## config.mk

```make
export PLATFORM = sky130hd
export DESIGN_NAME = mash111_ncn
export DESIGN_NICKNAME = d
export VERILOG_FILES = /design/src/rtl/mash111_ncn_pkg.sv /design/src/rtl/mash_acc_stage.sv /design/src/rtl/mash111_ncn.sv
export SDC_FILE = /design/constraint.sdc
export NUM_CORES = 1
export LEC_CHECK = 0
export ABC_CLOCK_PERIOD_IN_PS = 5700
export CELL_PAD_IN_SITES_DETAIL_PLACEMENT = 0
export CELL_PAD_IN_SITES_GLOBAL_PLACEMENT = 1
export CORE_UTILIZATION = 38
export DETAILED_ROUTE_END_ITERATION = 10
export GPL_TIMING_DRIVEN = 1
export HOLD_SLACK_MARGIN = 0.03
export PLACE_DENSITY = 0.78
export SLEW_MARGIN = 15
export SYNTH_ARGS = -nofsm -noshare
export SYNTH_HDL_FRONTEND = slang
export SYNTH_SLANG_ARGS = --single-unit
```

## constraint.sdc

```tcl
create_clock -name i_clk -period 5.7 [get_ports i_clk]
set_clock_uncertainty 0.1 [all_clocks]
set_input_delay 1.14 -clock i_clk [delete_from_list [all_inputs] [get_ports i_clk]]
set_output_delay 1.14 -clock i_clk [all_outputs]
set_load 0.02 [all_outputs]
```

## src/rtl/mash111_ncn_pkg.sv

```systemverilog
// -----------------------------------------------------------------------------
// mash111_ncn_pkg
// Shared constants and types for the MASH 1-1-1 modulator core.
//   P_WIDTH_DEF : default accumulator / fractional-word width
//   NCN_W       : width of the noise-cancellation network output
//   NCN_MIN/MAX : range the NCN output is guaranteed to stay within
//   ncn_t       : signed NCN sample type
//   dly_t       : carry delay line used by the NCN
// -----------------------------------------------------------------------------
package mash111_ncn_pkg;

    localparam int P_WIDTH_DEF = 16;
    localparam int NCN_W       = 4;
    localparam int NCN_MIN     = -3;
    localparam int NCN_MAX     = 4;

    typedef logic signed [NCN_W-1:0] ncn_t;

    // Past carries needed by the second- and third-order difference terms.
    typedef struct packed {
        logic c2_d;
        logic c3_d;
        logic c3_dd;
    } dly_t;

    // Zero-extends a single carry bit into the signed NCN domain.
    function automatic ncn_t carry_to_ncn(input logic c);
        return {{(NCN_W-1){1'b0}}, c};
    endfunction

endpackage

```

## src/rtl/mash_acc_stage.sv

```systemverilog
// -----------------------------------------------------------------------------
// mash_acc_stage
// One first-order accumulator of the MASH cascade.
//   i_clk, i_rst_n : clock, asynchronous active-low reset
//   i_en           : advance the accumulator at this edge
//   i_clr          : synchronous clear (priority over i_en)
//   i_addend       : value added this cycle
//   o_sum          : combinational wrapped sum, feeds the next stage
//   o_carry        : registered overflow of the last enabled update
// -----------------------------------------------------------------------------
module mash_acc_stage
    import mash111_ncn_pkg::*;
#(
    parameter int P_WIDTH = P_WIDTH_DEF
) (
    input  logic               i_clk,
    input  logic               i_rst_n,
    input  logic               i_en,
    input  logic               i_clr,
    input  logic [P_WIDTH-1:0] i_addend,
    output logic [P_WIDTH-1:0] o_sum,
    output logic               o_carry
);

    logic [P_WIDTH-1:0] acc;
    logic [P_WIDTH:0]   sum_ext;

    assign sum_ext = {1'b0, acc} + {1'b0, i_addend};
    assign o_sum   = sum_ext[P_WIDTH-1:0];

    // NOTE: sequential state uses non-blocking assignments so every register
    // samples the pre-edge values, which the cascade and delay line rely on.
    always_ff @(posedge i_clk or negedge i_rst_n) begin
        if (!i_rst_n) begin
            acc     <= '0;
            o_carry <= 1'b0;
        end else if (i_clr) begin
            acc     <= '0;
            o_carry <= 1'b0;
        end else if (i_en) begin
            acc     <= o_sum;
            o_carry <= sum_ext[P_WIDTH];
        end
    end

endmodule

```

## src/rtl/mash111_ncn.sv

```systemverilog
// -----------------------------------------------------------------------------
// mash111_ncn
// Third-order MASH 1-1-1 delta-sigma core with its noise-cancellation network.
//   i_clk, i_rst_n : clock, asynchronous active-low reset
//   i_frac_vld     : load strobe for i_frac_word (shadow load, no restart)
//   i_frac_word    : unsigned fractional word x; mean output = x / 2^P_WIDTH
//   i_en           : advance the modulator at this edge
//   i_clr          : synchronous clear of modulator state (frac_reg kept)
//   o_network      : NCN output, two's complement, range -3..+4
//   o_vld          : o_network holds a sample from an enabled cycle
// -----------------------------------------------------------------------------
module mash111_ncn
    import mash111_ncn_pkg::*;
#(
    parameter int P_WIDTH = P_WIDTH_DEF
) (
    input  logic               i_clk,
    input  logic               i_rst_n,
    input  logic               i_frac_vld,
    input  logic [P_WIDTH-1:0] i_frac_word,
    input  logic               i_en,
    input  logic               i_clr,
    output logic [NCN_W-1:0]   o_network,
    output logic               o_vld
);

    logic [P_WIDTH-1:0] frac_reg;
    logic [P_WIDTH-1:0] chain [4];   // chain[0] = x, chain[k+1] = sum of stage k
    logic [2:0]         carry;       // carry[k] = c(k+1)
    dly_t               dly;
    logic               stepped;     // preceding edge was an enabled cycle
    ncn_t               ncn_next;

    // Shadow register: a new word is picked up by the next enabled cycle
    // without disturbing accumulator state; i_clr does not touch it.
    always_ff @(posedge i_clk or negedge i_rst_n) begin
        if (!i_rst_n) begin
            frac_reg <= '0;
        end else if (i_frac_vld) begin
            frac_reg <= i_frac_word;
        end
    end

    assign chain[0] = frac_reg;

    for (genvar k = 0; k < 3; k++) begin : g_stage
        mash_acc_stage #(
            .P_WIDTH (P_WIDTH)
        ) u_stage (
            .i_clk    (i_clk),
            .i_rst_n  (i_rst_n),
            .i_en     (i_en),
            .i_clr    (i_clr),
            .i_addend (chain[k]),
            .o_sum    (chain[k+1]),
            .o_carry  (carry[k])
        );
    end

    // y = c1 + (1 - z^-1) c2 + (1 - z^-1)^2 c3. Mod-16 arithmetic is exact
    // because the true result never leaves -3..+4.
    assign ncn_next = carry_to_ncn(carry[0])
                    + carry_to_ncn(carry[1]) - carry_to_ncn(dly.c2_d)
                    + carry_to_ncn(carry[2])
                    - carry_to_ncn(dly.c3_d) - carry_to_ncn(dly.c3_d)
                    + carry_to_ncn(dly.c3_dd);

    // Delay line advances with the accumulators; the NCN result is
    // registered one edge after the carries it uses were produced.
    always_ff @(posedge i_clk or negedge i_rst_n) begin
        if (!i_rst_n) begin
            dly       <= '0;
            o_network <= '0;
            o_vld     <= 1'b0;
            stepped   <= 1'b0;
        end else if (i_clr) begin
            dly       <= '0;
            o_network <= '0;
            o_vld     <= 1'b0;
            stepped   <= 1'b0;
        end else begin
            if (i_en) begin
                dly.c2_d  <= carry[1];
                dly.c3_d  <= carry[2];
                dly.c3_dd <= dly.c3_d;
            end
            if (stepped) begin
                o_network <= ncn_next;
            end
            o_vld   <= stepped;
            stepped <= i_en;
        end
    end

endmodule
```

# --- Word level (Yosys, flattened, before mapping) ---
# Cells that the tools add are included.
classes:
  n_addsub: 9
  mux: 18
  reduce_logical: 2
op_table:
  columns: ["cell", "n"]
  rows:
  - ["2-to-1 mux 16 bit", 6]
  - ["adder 16 x 16 -> 17 bit", 3]
  - ["2-to-1 mux 1 bit", 8]
  - ["2-to-1 mux 4 bit", 2]
  - ["subtractor 4 x 2 -> 4 bit", 2]
  - ["2-to-1 mux 3 bit", 2]
  - ["adder 3 x 2 -> 4 bit", 1]
  - ["adder 4 x 2 -> 4 bit", 1]
  - ["nonzero test 2 bit", 2]
  - ["subtractor 2 x 1 -> 3 bit", 1]
  - ["adder 1 x 1 -> 2 bit", 1]
totals:
  ff_bits: 76
  inputBits: 21
  output_inout_bits: 5
  wordCells: 42

# --- Depth between registers and ports, before layout ---
# Gate-level depths: netlist (run 1).
logic_depth:
  ltp_word: 8
  mapped_depth: 22
  mapped_depth_nobuf: 21

# --- Modules after synthesis ---
# A second synthesis (run 1) with hierarchy kept.
hier_totals:
  hier_cells: 635
  area_unflattened_um2: 5973.2
by_module_without_submodules:
  columns: ["module", "n_inst", "cells_per_inst", "area_each_um2", "seq_area_each_um2"]
  rows:
  - ["mash_acc_stage (g_stage[0].u_stage ...)", 2, 181, 1571.5, 425.4]
  - ["mash_acc_stage (g_stage[2].u_stage)", 1, 198, 1692.9, 425.4]
  - ["mash111_ncn", 1, 75, 1137.3, 625.6]

# --- Worst setup path before layout (run 1) ---
# Ideal clock, no wire load.
synth_timing:
  path_type: "register to register"
  start: "register frac_reg[0]"
  end: "register g_stage[2].u_stage.acc[14]"
  setup_ns: 0.126
  t_arrival_ns: 4.107
  t_required_ns: 5.474
  slack_ns: 1.367
  path_stages_with_launch: 20
  path_buffers: 0
  synth_period_minus_slack_ns: 4.333
  path_cell_list: "dfrtp_1 > ha_1 > inv_1 > fa_1 > nor2b_4 > o31a_1 > o31a_4 > a21oi_1 > ha_1 > a2111oi_0 > o21ai_1 > a41oi_1 > xnor2_1 > ha_1 > nand3_1 > o211ai_1 > a21oi_1 > o211ai_1 > nor2_1 > a221o_1"
synth_between:
  elab_chain_cells: 5
synth_lines:
  columns: ["item", "line_no", "text"]
  rows:
  - ["start, declared", "mash111_ncn.sv:27", "logic [P_WIDTH-1:0] frac_reg;"]
  - ["start signal, assigned", "mash111_ncn.sv:40", "frac_reg <= i_frac_word;"]
  - ["adder 16 x 16 -> 17 bit (3 in series)", "mash_acc_stage.sv:28", "assign sum_ext = {1'b0, acc} + {1'b0, i_addend};"]
  - ["2-to-1 mux 16 bit", "mash_acc_stage.sv:40", "end else if (i_en) begin"]
  - ["2-to-1 mux 16 bit", "mash_acc_stage.sv:37", "end else if (i_clr) begin"]
  - ["end signal, assigned", "mash_acc_stage.sv:41", "acc <= o_sum;"]
  - ["end, declared", "mash_acc_stage.sv:25", "logic [P_WIDTH-1:0] acc;"]
# Every way passes these cells. The select of a mux whose other input is x is not followed.
# A chain may end at the register's enable or synchronous reset.

# --- Worst setup path after layout (run 1) ---
layout_timing:
  start: "register frac_reg[6]"
  end: "register g_stage[2].u_stage.acc[15]"
# Same word-level chain as after synthesis.

==> impl_metrics.yaml, run 1 <==
run_status:
  outcome: "finished, final reports clean"
synth:
  avgSynthCellArea_sq_um: 9.38
  syn-num-nets: 687
  ys_ff_latch: 76
  ys_types: 63
  syn_area_sq_um: 5680
  yosysWarnings: 0
  yosysSeqAreaShare_pct: 33.5
  synth-edff-count: 0
  synthCells: 605
  ys_async_sr_fraction_pct: 100
  synthFlopType: "dfrtp_1"
worst_setup_path:
  crit_fanout: 7
  slowest_delay_ns: 0.49
  crit_chain: "ha_1 > a2111oi_0 > o21a_1 > nor2_1 > xor2_1 > ha_1 > a2111oi_1 > a21oi_1 > a31oi_1 > xnor2_1 > ha_1 > a21oi_1 > o21ai_0 > a31oi_1 > o21ai_1 > xor2_1 > a22o_1"
  reg2reg_depth: 17
  worstReg2RegEnd: "g_stage[2].u_stage.acc[15]$_DFFE_PN0P_"
  worstPathRequired_ns: 5.83
  cp_top_family: "compound AO/OA/AOI/OAI gates"
  cp_num_buf_inv: 0
  worstPathArrival_ns: 5.25
  start_kind: "register"
  cp_slowest_cell: "a2111oi_1"
  crit_type: "reg -> reg"
  cpMostUsedCell: "ha_1"
  crit_cells: 17
  r2r-start: "frac_reg[6]$_DFFE_PN0P_"
  r2r_slack_ns: 0.59
  end_kind: "register"
global_routing:
  grtUsageTotal_pct: 17.6
  grt_max_degree: 69
  antenna_found_initial: 0
  grt_pass1_vias: 4396
  grt_first_pass_wirelength_microns: 21900
  grt_overflow: 0
pwr:
  totalPowerFinal_mw: 3.67
  p_leak_nw: 2.96
  ir_drop_v: 0.000224
  powerDensity_nw_per_um2: 579
finish:
  nets: 697
  antenna_cells: 0
  final_cell_mix: "dfrtp_1, nor2_1, ha_1"
  n_fill_cell: 1442
  drive_gt1_share_pct: 7.74
  area_delta_synth_final_pct: 11.7
  finalInstanceArea_sq_um: 6340
  largest_reg_flops: 48
  final_common_cell: "dfrtp_1"
timing:
  hold_ws_ns: 0.398
  finalCritPeriodShare_pct: 89.7
  setup_viol: 0
  period_needed_ns: 5.11
  max-slew-margin-rel_pct: 30.6
  tns_ns: 0
  tightest_slew_ns: 1.04
  fmax_mhz: 196
  maxSlewViolCount: 0
  hold_viol_final: 0
  rsz0062_at_grt: "no"
cts:
  cts-resized-gates: 0
  cts_buffers: 9
  cts_root_buffer: "clkbuf_16"
  cts_hold_buf: 0
  cts_setup_buffers: 0
  clkTransAtPathRegs_ns: 0.06
  clockBufferDepth: 2
  clk_latency_ns: 0.35
  cts_tree: "yes"
  h-tree-depth: 3
  cts_sinks: 76
min_path:
  holdPathStages: 1
  worst_hold_path_type: "reg -> reg"
  min_from: "g_stage[0].u_stage.acc[12]$_DFFE_PN0P_"
  hold_end: "g_stage[0].u_stage.acc[12]$_DFFE_PN0P_"
place:
  place_congestion: 0.851
  dpl_cell_area_sq_um: 6060
  dp_hpwl_microns: 9100
  io_buffers: 25
routing:
  vias_per_cell: 5.64
  first_pass_iters: 4
  first_iter_violations: 249
  wl_per_cell_microns: 16.2
  ant_nets: 0
  vias: 4535
  wl_microns: 13000
  drc: 0
die:
  std_cell_rows: 44
  die_h_microns: 124
  ios: 26
  core_sq_um: 14500
  die_w_microns: 124
  die_area_sq_um: 15400
  start_util_pct: 39.0
run:
  maxCapViolCount: 0
[worst reg2reg max path, stage by stage, from the launching register on]
cell,delay (ns)
dfrtp_1,0.38
ha_1,0.38
a2111oi_0,0.45
o21a_1,0.29
nor2_1,0.10
xor2_1,0.29
ha_1,0.36
a2111oi_1,0.49
a21oi_1,0.23
a31oi_1,0.24
xnor2_1,0.16
ha_1,0.33
a21oi_1,0.24
o21ai_0,0.15
a31oi_1,0.35
o21ai_1,0.15
xor2_1,0.16
a22o_1,0.18
[how the worst max path moves through the flow]
stage / startpoint / endpoint / slack [ns]
2_1_floorplan: frac_reg[0]$_DFFE_PN0P_ / g_stage[2].u_stage.acc[14]$_DFFE_PN0P_ / 1.37
3_3_place_gp: frac_reg[6]$_DFFE_PN0P_ / g_stage[2].u_stage.acc[15]$_DFFE_PN0P_ / 0.69
3_5_place_dp: frac_reg[0]$_DFFE_PN0P_ / g_stage[2].u_stage.acc[14]$_DFFE_PN0P_ / 0.68
4_1_cts: frac_reg[0]$_DFFE_PN0P_ / g_stage[2].u_stage.acc[14]$_DFFE_PN0P_ / 0.62
5_1_grt: frac_reg[5]$_DFFE_PN0P_ / g_stage[2].u_stage.acc[15]$_DFFE_PN0P_ / 0.18
6_report: frac_reg[6]$_DFFE_PN0P_ / g_stage[2].u_stage.acc[15]$_DFFE_PN0P_ / 0.59
[routing by layer]
layer | wire, microns | share of wire, % | GRT usage [%] | vias to the layer above
met3 | 442 | 3.4 | 3.23 | 12
met5 | 0 | 0 | 0 | -
met4 | 208 | 1.6 | 7.16 | 0
li1 | - | - | - | 2241
met1 | 6190 | 48 | 22.9 | 2200
met2 | 6150 | 47 | 28.6 | 82
[synthesized netlist by cell type, types with 4 or more instances]
master	instances	area [sq um]
xor2_1	12	105
ha_1	55	688
clkbuf_1	23	86.3
o21ai_0	23	115
nand2b_1	4	25.0
a211o_1	5	43.8
nor2_1	66	248
a211oi_1	12	90.1
xnor2_1	19	166
nand2_1	32	120
a221o_1	5	50.1
o211ai_1	10	75.1
a22o_1	6	52.6
a31oi_1	5	31.3
mux2i_1	31	310
o21ai_1	6	30.0
mux2_2	15	169
o31ai_1	4	30.0
o21bai_1	4	30.0
fa_1	6	120
and3_1	6	37.5
nand4_1	5	31.3
nor2b_1	6	37.5
nor3_1	6	30.0
buf_1	4	15.0
a21oi_1	38	190
nand3b_1	9	67.6
inv_1	27	101
o21a_1	8	60.1
a21o_1	12	90.1
nand3_1	14	70.1
dfrtp_1	76	1900
nor3b_1	7	52.6
[power by group]
| part | internal [mW] | switching (mW) |
|---|---|---|
| Sequential | 0.665 | 0.0762 |
| Combinational | 0.987 | 1.40 |
| Clock | 0.306 | 0.241 |
[stage by stage]
step,setup slack [ns],util (%),cells
3_5_place_dp,0.678,41.7,788
5_1_grt,0.179,43.6,804
6_report,0.589,43.6,804
4_1_cts,0.623,43.6,804
3_3_place_gp,0.687,41.7,788
2_1_floorplan,1.37,-,605
[cell type report]
cell class / instances / area [sq um] / share of cell area (%)
multi-input cells: 472 / 3560 / 56.1
flip-flops and latches: 76 / 1900 / 30.0
repair buffers: 29 / 268 / 4.23
clock buffers: 10 / 239 / 3.77
well taps: 184 / 230 / 3.63
inverters: 27 / 101 / 1.60
clock inverters: 6 / 38.8 / 0.612
[cell families (layout without fill, tap and decap cells)]
kind of cell,Yosys count,after routing,synth area share (%)
AO/OA/AOI/OAI,167,167,20.6
AND/OR/NAND/NOR,167,167,14.6
flip-flops,76,76,33.5
adder cells (fa/ha/maj),61,61,14.2
buffers and inverters,57,72,3.84
multiplexers,46,46,8.44
XOR/XNOR,31,31,4.78
Note: power is estimated with default switching activity, not from simulation.
==> inputs of run 2 (changes only) <==
CORE_MARGIN = 10   (was not set)
CTS_CLUSTER_SIZE = 12   (was not set)
==> run 2 against run 1 <==
Against the previous run: design area hardly changed; fmax is 1.2% higher; clock power is 3.7% higher; cell count is 0.12% lower; critical endpoint is now g_stage[2].u_stage.acc[14]$_DFFE_PN0P_; largest power group unchanged.
==> impl_metrics.yaml, run 2 (synthesis results as in run 1) <==
run_status:
  outcome: "finished, final reports clean"
die:
  std_cell_rows: 44
  start_util_pct: 38.9
  ios: 26
  die_area_sq_um: 20200
  core_sq_um: 14600
  die_h_microns: 142
  die_w_microns: 142
routing:
  vias_per_cell: 5.61
  wl_per_cell_microns: 16.3
  first_pass_iters: 5
  ant_nets: 0
  first_iter_violations: 245
  wl_microns: 13100
  vias: 4501
  drc: 0
timing:
  period_needed_ns: 5.05
  fmax_mhz: 198
  setup_slack_ns: 0.647
  maxSlewViolCount: 0
  rsz0062_at_grt: "no"
  hold_viol_final: 0
  setup_viol: 0
  tns_ns: 0
  tightest_slew_ns: 1.07
  finalCritPeriodShare_pct: 88.7
  max-slew-margin-rel_pct: 28.3
  hold_ws_ns: 0.396
cts:
  clockBufferDepth: 2
  cts_buffers: 9
  h-tree-depth: 3
  cts-resized-gates: 0
  cts_root_buffer: "clkbuf_16"
  cts_setup_buffers: 0
  clk_latency_ns: 0.36
  cts_sinks: 76
  clkTransAtPathRegs_ns: 0.06
  cts_hold_buf: 0
  cts_tree: "yes"
place:
  dp_slack_ns: 0.591
  dp_hpwl_microns: 9410
  io_buffers: 25
  place_congestion: 0.889
  dp.cells: 787
min_path:
  worst_hold_path_type: "reg -> reg"
  holdPathStages: 1
global_routing:
  top_usage_layer: "met2"
  grt_use_met1_pct: 17.8
  grt_overflow: 0
  grt_max_degree: 69
  antenna_found_initial: 0
  grt_first_pass_wirelength_microns: 22600
  use_met2_pct: 21.5
  gr-usage-met3_pct: 2.60
  grtUsageTotal_pct: 13.6
  grt_pass1_vias: 4621
pwr:
  p_sw_share_pct: 46.2
  ir_drop_v: 0.000212
  pwr-share-comb_pct: 64.5
  intPower_mw: 1.98
  p_leak_nw: 2.96
  powerDensity_nw_per_um2: 581
  power_frac_seq_pct: 20.1
  p_switching_mw: 1.70
  clkPwrFrac_pct: 15.4
worst_setup_path:
  crit_type: "reg -> reg"
  reg2reg_depth: 19
  end_kind: "register"
  worstPathRequired_ns: 5.83
  worstPathArrival_ns: 5.19
  crit_fanout: 7
  start_kind: "register"
finish:
  final_common_cell: "dfrtp_1"
  final_cell_mix: "dfrtp_1, nor2_1, ha_1"
  area_delta_synth_final_pct: 11.8
  drive_gt1_share_pct: 7.59
  antenna_cells: 0
  nets: 696
  final_cells: 803
  largest_reg_flops: 48
run:
  maxCapViolCount: 0
-- run 2: cell type report --
| cell class | instances | area (sq um) |
|---|---|---|
| clock inverter | 3 | 18.8 |
| multi-input combinational | 472 | 3560 |
| clock buffer | 13 | 270 |
| timing repair buffer | 28 | 260 |
| fill | 1409 | 8250 |
| inverter | 27 | 101 |
| tap | 184 | 230 |
| sequential | 76 | 1900 |
-- run 2: final timing paths --
check                                                    endpoint  slack, ns                              startpoint
setup reg to reg           g_stage[2].u_stage.acc[14]$_DFFE_PN0P_       0.65                 frac_reg[0]$_DFFE_PN0P_
setup / recovery           g_stage[2].u_stage.acc[14]$_DFFE_PN0P_       0.65                 frac_reg[0]$_DFFE_PN0P_
hold / removal             g_stage[0].u_stage.acc[12]$_DFFE_PN0P_       0.40  g_stage[0].u_stage.acc[12]$_DFFE_PN0P_
min in group asynchronous                 frac_reg[9]$_DFFE_PN0P_       0.61                                 i_rst_n
max in group asynchronous  g_stage[2].u_stage.o_carry$_DFFE_PN0P_       3.90                                 i_rst_n
hold reg to reg            g_stage[0].u_stage.acc[12]$_DFFE_PN0P_       0.40  g_stage[0].u_stage.acc[12]$_DFFE_PN0P_
-- run 2: metrics by stage --
stage | instance area, sq um | util [%] | power [mW]
after floorplan | 5680 | - | 2.61
after global placement | 6050 | 41.5 | 3.06
after detailed placement | 6050 | 41.5 | 3.11
after CTS | 6340 | 43.5 | 3.70
after global routing | 6340 | 43.5 | 4.03
final | 6340 | 43.5 | 3.69
-- run 2: critical path, cell delays in order, from the launching register on --
cell,delay [ns]
dfrtp_1,0.38
ha_1,0.22
inv_1,0.07
fa_1,0.24
nor2b_4,0.06
o31a_1,0.29
o31a_4,0.33
a21oi_1,0.20
ha_1,0.34
a2111oi_0,0.43
o21ai_1,0.24
a41oi_1,0.30
xnor2_1,0.16
ha_1,0.40
nand3_1,0.19
o211ai_1,0.23
a21oi_1,0.12
o211ai_1,0.28
nor2_1,0.08
a221o_1,0.26
-- run 2: routing by layer --
metal | vias to the layer above | wire (microns)
li1 | 2237 | -
met1 | 2158 | 6330
met2 | 86 | 5990
met3 | 20 | 488
met4 | 0 | 268
met5 | - | 0
-- run 2: power by group through the flow --
stage	combinational (mW)	clock (mW)	sequential, mW
floorplan	1.88	0	0.731
global route	2.67	0.597	0.760
CTS	2.37	0.582	0.743
global placement	2.31	0	0.747
detailed placement	2.36	0	0.750
finish	2.38	0.567	0.742
==> inputs of run 3 (changes only) <==
CTS_CLUSTER_SIZE = 28   (was 12)
==> results of run 3 <==
Final layout, timing and power as in run 2 (identical DEF).
